**src/rtl/square_collide_if.sv**
```systemverilog
// Square-scan bus between the collision reader and its environment.
// Carries the square select mux, the selected square's centre and depth,
// cruiser position, the frame tick and the collision/lives status.
// Ports:
//   master : the reader (square_collide). It drives sq_sel and the status outputs.
//   slave  : the environment. It drives frame_tick, square data and cruiser position.
interface square_collide_if;
  logic       frame_tick;
  logic [8:0] sq_x;
  logic [8:0] sq_y;
  logic [5:0] sq_depth;
  logic [8:0] cr_x;
  logic [8:0] cr_y;
  logic [3:0] sq_sel;
  logic       busy;
  logic       hit;
  logic [3:0] hit_idx;
  logic [2:0] lives;
  logic       invuln;
  logic       game_over;
  logic       overrun;

  modport master (
    input  frame_tick, sq_x, sq_y, sq_depth, cr_x, cr_y,
    output sq_sel, busy, hit, hit_idx, lives, invuln, game_over, overrun
  );

  modport slave (
    output frame_tick, sq_x, sq_y, sq_depth, cr_x, cr_y,
    input  sq_sel, busy, hit, hit_idx, lives, invuln, game_over, overrun
  );
endinterface

```
**src/rtl/square_collide.sv**
```systemverilog
// Purpose: per-frame scan of NUM_SQ squares for cruiser collisions; tracks lives/game_over.
// Latency: scan takes 2*NUM_SQ cycles; hit pulses one cycle after the square's check cycle.
// Backpressure: none; a frame_tick during a scan is dropped and flagged on overrun.
// Ports:
//   clock, reset : system clock, asynchronous active-high reset
//   bus (master) : frame_tick, sq_x/sq_y/sq_depth, cr_x/cr_y in;
//                  sq_sel, busy, hit, hit_idx, lives, invuln, game_over, overrun out
module square_collide #(
  parameter int NUM_SQ      = 8,
  parameter int HIT_DEPTH   = 4,
  parameter int REARM_DEPTH = 32,
  parameter int CR_HALF     = 12,
  parameter int LIVES       = 3,
  parameter int INVULN      = 30
) (
  input  logic             clock,
  input  logic             reset,
  square_collide_if.master bus
);

  typedef enum logic [1:0] {
    IDLE = 2'd0,
    SEL  = 2'd1,
    CHK  = 2'd2
  } state_t;

  localparam logic [3:0] LAST_IDX = 4'(NUM_SQ - 1);

  state_t      state, state_nxt;
  logic [3:0]  idx, idx_nxt;
  logic        start;

  // Sized for the maximum of 16 squares so the 4-bit index never runs off the end.
  logic [15:0] armed;
  logic        scan_hit;
  logic        hit_r;
  logic [3:0]  hit_idx_r;
  logic [2:0]  lives_r;
  logic        invuln_r;
  logic        game_over_r;
  logic        overrun_r;
  logic [7:0]  inv_cnt;

  logic [5:0]  inv_depth;
  logic [9:0]  h, lim, dx, dy;
  logic        near, overlap, candidate, accept, rearm;

  // ---------------- scan FSM ----------------
  always_ff @(posedge clock or posedge reset) begin
    if (reset) begin
      state <= IDLE;
      idx   <= 4'd0;
    end else begin
      state <= state_nxt;
      idx   <= idx_nxt;
    end
  end

  always_comb begin
    state_nxt = state;
    idx_nxt   = idx;
    start     = 1'b0;
    case (state)
      IDLE: begin
        if (bus.frame_tick && !game_over_r) begin
          state_nxt = SEL;
          idx_nxt   = 4'd0;
          start     = 1'b1;
        end
      end
      // One cycle for the external mux to settle on the new select.
      SEL: state_nxt = CHK;
      CHK: begin
        if (idx == LAST_IDX) begin
          state_nxt = IDLE;
          idx_nxt   = 4'd0;
        end else begin
          state_nxt = SEL;
          idx_nxt   = idx + 4'd1;
        end
      end
      default: begin
        state_nxt = IDLE;
        idx_nxt   = 4'd0;
      end
    endcase
  end

  // ---------------- overlap test ----------------
  // Apparent half-size grows as the square approaches (depth 0 -> h = 31).
  assign inv_depth = 6'd63 - bus.sq_depth;
  assign h         = 10'(inv_depth) >> 1;
  assign lim       = h + 10'(CR_HALF);
  assign dx        = (bus.sq_x >= bus.cr_x) ? 10'(bus.sq_x - bus.cr_x) : 10'(bus.cr_x - bus.sq_x);
  assign dy        = (bus.sq_y >= bus.cr_y) ? 10'(bus.sq_y - bus.cr_y) : 10'(bus.cr_y - bus.sq_y);
  assign overlap   = (dx <= lim) && (dy <= lim);
  assign near      = bus.sq_depth <= 6'(HIT_DEPTH);

  assign candidate = (state == CHK) && armed[idx] && near && overlap;
  // scan_hit keeps later candidates from counting even if INVULN is zero.
  assign accept    = candidate && !invuln_r && !game_over_r && !scan_hit;
  assign rearm     = (state == CHK) && !armed[idx] && (bus.sq_depth >= 6'(REARM_DEPTH));

  // ---------------- collision / lives state ----------------
  always_ff @(posedge clock or posedge reset) begin
    if (reset) begin
      armed       <= '1;
      scan_hit    <= 1'b0;
      hit_r       <= 1'b0;
      hit_idx_r   <= 4'd0;
      lives_r     <= 3'(LIVES);
      invuln_r    <= 1'b0;
      game_over_r <= 1'b0;
      overrun_r   <= 1'b0;
      inv_cnt     <= 8'd0;
    end else begin
      hit_r     <= accept;
      overrun_r <= bus.frame_tick && (state != IDLE) && !game_over_r;

      if (start)       scan_hit <= 1'b0;
      else if (accept) scan_hit <= 1'b1;

      // A candidate always consumes the square, even when no life is lost.
      if (candidate)  armed[idx] <= 1'b0;
      else if (rearm) armed[idx] <= 1'b1;

      if (accept) begin
        hit_idx_r <= idx;
        if (lives_r != 3'd0) lives_r <= lives_r - 3'd1;
        if (lives_r <= 3'd1) game_over_r <= 1'b1;
      end

      // A fresh hit reloads the window; otherwise every tick (even dropped ones) counts down.
      if (accept) begin
        invuln_r <= 1'b1;
        inv_cnt  <= 8'(INVULN);
      end else if (bus.frame_tick && invuln_r) begin
        if (inv_cnt <= 8'd1) begin
          inv_cnt  <= 8'd0;
          invuln_r <= 1'b0;
        end else begin
          inv_cnt  <= inv_cnt - 8'd1;
        end
      end
    end
  end

  assign bus.sq_sel    = idx;
  assign bus.busy      = (state != IDLE);
  assign bus.hit       = hit_r;
  assign bus.hit_idx   = hit_idx_r;
  assign bus.lives     = lives_r;
  assign bus.invuln    = invuln_r;
  assign bus.game_over = game_over_r;
  assign bus.overrun   = overrun_r;

endmodule
```
**src/flat_wrapper.sv**
```systemverilog
// flat-port wrapper written by rule: the top's interface ports become plain ports
module square_collide_flat 
#(
  parameter int NUM_SQ      = 8,
  parameter int HIT_DEPTH   = 4,
  parameter int REARM_DEPTH = 32,
  parameter int CR_HALF     = 12,
  parameter int LIVES       = 3,
  parameter int INVULN      = 30
)
  (clock, reset, bus_frame_tick, bus_sq_x, bus_sq_y, bus_sq_depth, bus_cr_x, bus_cr_y, bus_sq_sel, bus_busy, bus_hit, bus_hit_idx, bus_lives, bus_invuln, bus_game_over, bus_overrun);
  square_collide_if bus_i ();
  input  logic clock;
  input  logic reset;
  input wire logic [$bits(bus_i.frame_tick)-1:0] bus_frame_tick;
  input wire logic [$bits(bus_i.sq_x)-1:0] bus_sq_x;
  input wire logic [$bits(bus_i.sq_y)-1:0] bus_sq_y;
  input wire logic [$bits(bus_i.sq_depth)-1:0] bus_sq_depth;
  input wire logic [$bits(bus_i.cr_x)-1:0] bus_cr_x;
  input wire logic [$bits(bus_i.cr_y)-1:0] bus_cr_y;
  output wire logic [$bits(bus_i.sq_sel)-1:0] bus_sq_sel;
  output wire logic [$bits(bus_i.busy)-1:0] bus_busy;
  output wire logic [$bits(bus_i.hit)-1:0] bus_hit;
  output wire logic [$bits(bus_i.hit_idx)-1:0] bus_hit_idx;
  output wire logic [$bits(bus_i.lives)-1:0] bus_lives;
  output wire logic [$bits(bus_i.invuln)-1:0] bus_invuln;
  output wire logic [$bits(bus_i.game_over)-1:0] bus_game_over;
  output wire logic [$bits(bus_i.overrun)-1:0] bus_overrun;
  assign bus_i.frame_tick = bus_frame_tick;
  assign bus_i.sq_x = bus_sq_x;
  assign bus_i.sq_y = bus_sq_y;
  assign bus_i.sq_depth = bus_sq_depth;
  assign bus_i.cr_x = bus_cr_x;
  assign bus_i.cr_y = bus_cr_y;
  assign bus_sq_sel = bus_i.sq_sel;
  assign bus_busy = bus_i.busy;
  assign bus_hit = bus_i.hit;
  assign bus_hit_idx = bus_i.hit_idx;
  assign bus_lives = bus_i.lives;
  assign bus_invuln = bus_i.invuln;
  assign bus_game_over = bus_i.game_over;
  assign bus_overrun = bus_i.overrun;
  square_collide #(.NUM_SQ(NUM_SQ), .HIT_DEPTH(HIT_DEPTH), .REARM_DEPTH(REARM_DEPTH), .CR_HALF(CR_HALF), .LIVES(LIVES), .INVULN(INVULN)) u_core (.clock(clock), .reset(reset), .bus(bus_i));
endmodule
```
**config.mk**
```make
export PLATFORM = sky130hd
export DESIGN_NAME = square_collide_flat
export DESIGN_NICKNAME = d
export VERILOG_FILES = /design/src/rtl/square_collide_if.sv /design/src/rtl/square_collide.sv /design/src/flat_wrapper.sv
export SDC_FILE = /design/constraint.sdc
export NUM_CORES = 1
export LEC_CHECK = 0
export BUFFER_PORTS_ARGS = -buffer_cell sky130_fd_sc_hd__clkbuf_2
export CAP_MARGIN = 20
export CORE_AREA = 5 5 79 153
export DETAILED_ROUTE_END_ITERATION = 8
export DIE_AREA = 0 0 84 158
export PLACE_DENSITY = 0.63
export SYNTH_ARGS = -nofsm -noshare
export SYNTH_HDL_FRONTEND = slang
export SYNTH_SLANG_ARGS = --single-unit
export TNS_END_PERCENT = 50
```
**constraint.sdc**
```tcl
create_clock -name clock -period 2.62 [get_ports clock]
set_input_delay 0.131 -clock clock [delete_from_list [all_inputs] [get_ports clock]]
set_output_delay 0.131 -clock clock [all_outputs]
set_load 0.005 [all_outputs]
```
==> impl_metrics.env <==
export IMPL_r2r_cells=6
export IMPL_synth_nets=585
export IMPL_core_region_area_mm2=0.0108
export IMPL_dp_hpwl_um=9680
export IMPL_total_leakage_power_nw=2.93
export IMPL_fin_crit_ps=3900
export IMPL_register_area_mm2=0.00107
export IMPL_final_fill_count=1039
export IMPL_crit_chain="clkbuf_16 > inv_12 > ha_4 > inv_2 > fa_2 > a21o_1 > a31o_1 > a221o_1 > a211oi_4 > and2b_2 > a221o_2 > a31oi_2 > xnor2_1 > ha_1 > nand4_1 > o21ai_2 > a21oi_2 > a211oi_4 > and2_4 > buf_12 > a41oi_2"
export IMPL_power_density_mw_per_mm2=475
export IMPL_final_max_slew_viol_count=0
export IMPL_htreeDepth=2
export IMPL_synth_largest_area_cell="ha_1"
export IMPL_hold_viol_final=0
export IMPL_crit_top_cell="a211oi_4"
export IMPL_drt_initial_drc_count=67
export IMPL_violations="setup timing"
export IMPL_fin_ws_ps=-1280
export IMPL_grt_antenna_before_repair=0
export IMPL_setup_violations_final=35
export IMPL_timing_final_crit_share_pct=149
export IMPL_die_w_um=84
export IMPL_grt_util_met2_pct=37.9
export IMPL_intPower_mw=1.80
export IMPL_wl_per_cell_um=15.7
export IMPL_ys_warn_count=0
export IMPL_seq_area_frac_synth_pct=25.6
export IMPL_multi_input_area_mm2=0.00298
export IMPL_switching_power_uw=958
export IMPL_area_growth_syn_to_layout_pct=38.4
export IMPL_min_to="u_core.bus.invuln"
export IMPL_cts_made_buffers=5
export IMPL_holdPathStages=4
export IMPL_cp_max_fo=8
export IMPL_drtPass1Iterations=4
export IMPL_regToRegStartpoint="u_core.bus.sq_sel[0]"
export IMPL_die_y_um=158
export IMPL_syn_inst=477
export IMPL_grt_start_max_net_pins=43
export IMPL_final_cell_mix="106 x buf_4, 59 x clkbuf_2, 57 x inv_1, 57 x ha_1, 35 x a21oi_1"
export IMPL_synth_flop_cell="dfrtp_1"
export IMPL_synth_top_area_share_pct=17.6
export IMPL_clk_latency_ps=280
export IMPL_place_congestion=0.903
export IMPL_grt_pass1_vias=4477
export IMPL_synth_area_leaders="ha_1 18%, dfrtp_1 14%, dfstp_2 11%, inv_1 5.3%, a21oi_1 4.4%"
export IMPL_final_common_cell="buf_4"
export IMPL_io_pins=61
export IMPL_maxCapViolCount=0
export IMPL_arrival_ps=4090
export IMPL_ff2ff_setup_slack_ps=160
export IMPL_grt_busiest_layer="met2"
export IMPL_synth_cell_types=64
export IMPL_grt_util_met3_pct=1.93
export IMPL_drt_vias_per_instance=5.36
export IMPL_num_antenna_cells=0
export IMPL_fin_util_pct=53.7
export IMPL_synth_edf_count=0
export IMPL_setup_tns_ps=-42480
export IMPL_slowest_delay_ps=350
export IMPL_grt_usage_pct=18.3
export IMPL_critPathCaptureType="flop"
export IMPL_clockRootBuffer="clkbuf_16"
export IMPL_synth_area_per_cell_um2=8.80
export IMPL_layout_nets=738
export IMPL_drive_gt1_share_pct=38.0
export IMPL_grt_overflow=0
export IMPL_port_buffers=60
export IMPL_path_class="in -> reg"
export IMPL_relSlewSlack_pct=42.7
export IMPL_drc=0
export IMPL_max_freq_mhz=257
export IMPL_irDropWorstVdd_v=0.000538
export IMPL_initial_core_util_pct=38.8
export IMPL_cts_max_path_buffers=2
export IMPL_vias=4133
export IMPL_skew_ps=4.19
export IMPL_die_area_mm2=0.0133
export IMPL_clkPwrFrac_pct=25.2
export IMPL_placed_area_mm2=0.00535
export IMPL_status="finished with violations"
export IMPL_worstMarginPinSlew_ps=857
export IMPL_rsz0062_at_grt="yes"
export IMPL_async_reset_ff_share_pct=100
export IMPL_cp_slowest_cell="a211oi_4"
export IMPL_num_rows=54
export IMPL_grt_pass1_wl_um=20000
export IMPL_antenna_left=0
export IMPL_path_clk_slew_ps=60
export IMPL_switching_share_pct=34.7
export IMPL_grt_util_met1_pct=17.2
export IMPL_hold_path_class="in -> reg"
export IMPL_syn_area_mm2=0.00420
export IMPL_final_cell_area_mm2=0.00581
export IMPL_synth_seq_cells=42
export IMPL_power_share_sequential_pct=28.5
export IMPL_cts_tree="built"
export IMPL_required_ps=2810
export IMPL_wl_um=12100
export IMPL_critPathLaunchType="input port"
export IMPL_hold_path_startpoint="bus_frame_tick"
export IMPL_clkSinkCount=42
export IMPL_p_comb_share_pct=46.2
-- layer usage --
metal	share of wire [%]	vias to the layer above
met2	58	112
met5	0	-
met1	35	1982
met3	2.8	39
li1	-	2000
met4	4.2	0
-- per-stage QoR --
stage | power, mW | hold WS [ps] | worst slack (ps) | cells
floorplan | 1.50 | 293 | -1320 | 477
global placement | 1.94 | 262 | -1570 | 752
CTS | 2.71 | 185 | -1220 | 767
detailed placement | 1.97 | 274 | -1670 | 752
finish | 2.76 | 178 | -1280 | 771
global route | 2.95 | 221 | -1430 | 771
-- kinds of logic (layout without fill, tap and decap cells) --
logic type / Yosys count / count (layout) / synth area share, %
compound gates: 131 / 131 / 20.7
xor+xnor: 27 / 27 / 5.64
fa+ha+maj: 63 / 63 / 19.5
buf+inv: 83 / 237 / 7.96
flops: 42 / 42 / 25.6
mux: 19 / 19 / 6.20
simple gates: 112 / 112 / 14.5
-- power by group through the flow --
stage	Combinational, mW	Sequential (mW)	Clock [mW]
after global placement	1.14	0.795	0
after floorplan	0.730	0.771	0
after global routing	1.41	0.797	0.745
after CTS	1.23	0.787	0.698
final	1.27	0.787	0.696
after detailed placement	1.17	0.797	0
-- what timing repair did --
action,4_1_cts,5_1_grt
buffers inserted,7,3
endpoints found under the setup margin,35,35
gates resized for setup,17,17
hold buffers,1,0
cloned,0,1
endpoints found under the hold margin,24,0
pin swaps,19,19
-- worst max path at each step --
stage	slack, ps	to	cells past startpoint	from
2_1_floorplan	-1320	u_core.bus.hit_idx[0]	19	bus_sq_x[0]
3_3_place_gp	-1570	u_core.bus.hit_idx[0]	20	bus_sq_x[0]
3_5_place_dp	-1670	u_core.bus.hit_idx[0]	20	bus_sq_x[0]
4_1_cts	-1220	u_core.bus.lives[2]	20	bus_sq_x[0]
5_1_grt	-1430	u_core.bus.lives[2]	21	bus_sq_x[0]
6_report	-1280	flop	21	bus_sq_x[0]
-- cells in the mapped netlist (all sizes together) (6+ instances only) --
| cell type | n |
|---|---|
| ha | 59 |
| inv | 59 |
| a21oi | 37 |
| dfrtp | 24 |
| a31oi | 21 |
| nand2 | 21 |
| nor2 | 20 |
| xnor2 | 20 |
| clkbuf | 19 |
| o21ai | 19 |
| dfstp | 18 |
| nor2b | 13 |
| nand3 | 11 |
| nor3 | 11 |
| a21o | 9 |
| mux2i | 8 |
| a211oi | 7 |
| xor2 | 7 |
| and2 | 6 |
| and3 | 6 |
| mux2 | 6 |
| nand4 | 6 |
-- worst max-delay path: cells and delay by family --
| family | cells | cell delay, ps |
|---|---|---|
| adder cells (fa/ha/maj) | 3 | 750 |
| AO/OA/AOI/OAI | 10 | 2120 |
| XOR/XNOR | 1 | 100 |
| buffers and inverters | 4 | 340 |
| AND/OR/NAND/NOR | 3 | 630 |
-- cell type report --
cell class              instances  share of cell area [%]
multi-input cells             352                    51.3
repair buffers                170                    20.4
flip-flops and latches         42                    18.5
inverters                      59                    4.03
well taps                     140                    3.02
clock buffers                   7                    2.28
clock inverters                 1                   0.517
Note: power is estimated with default switching activity, not from simulation.
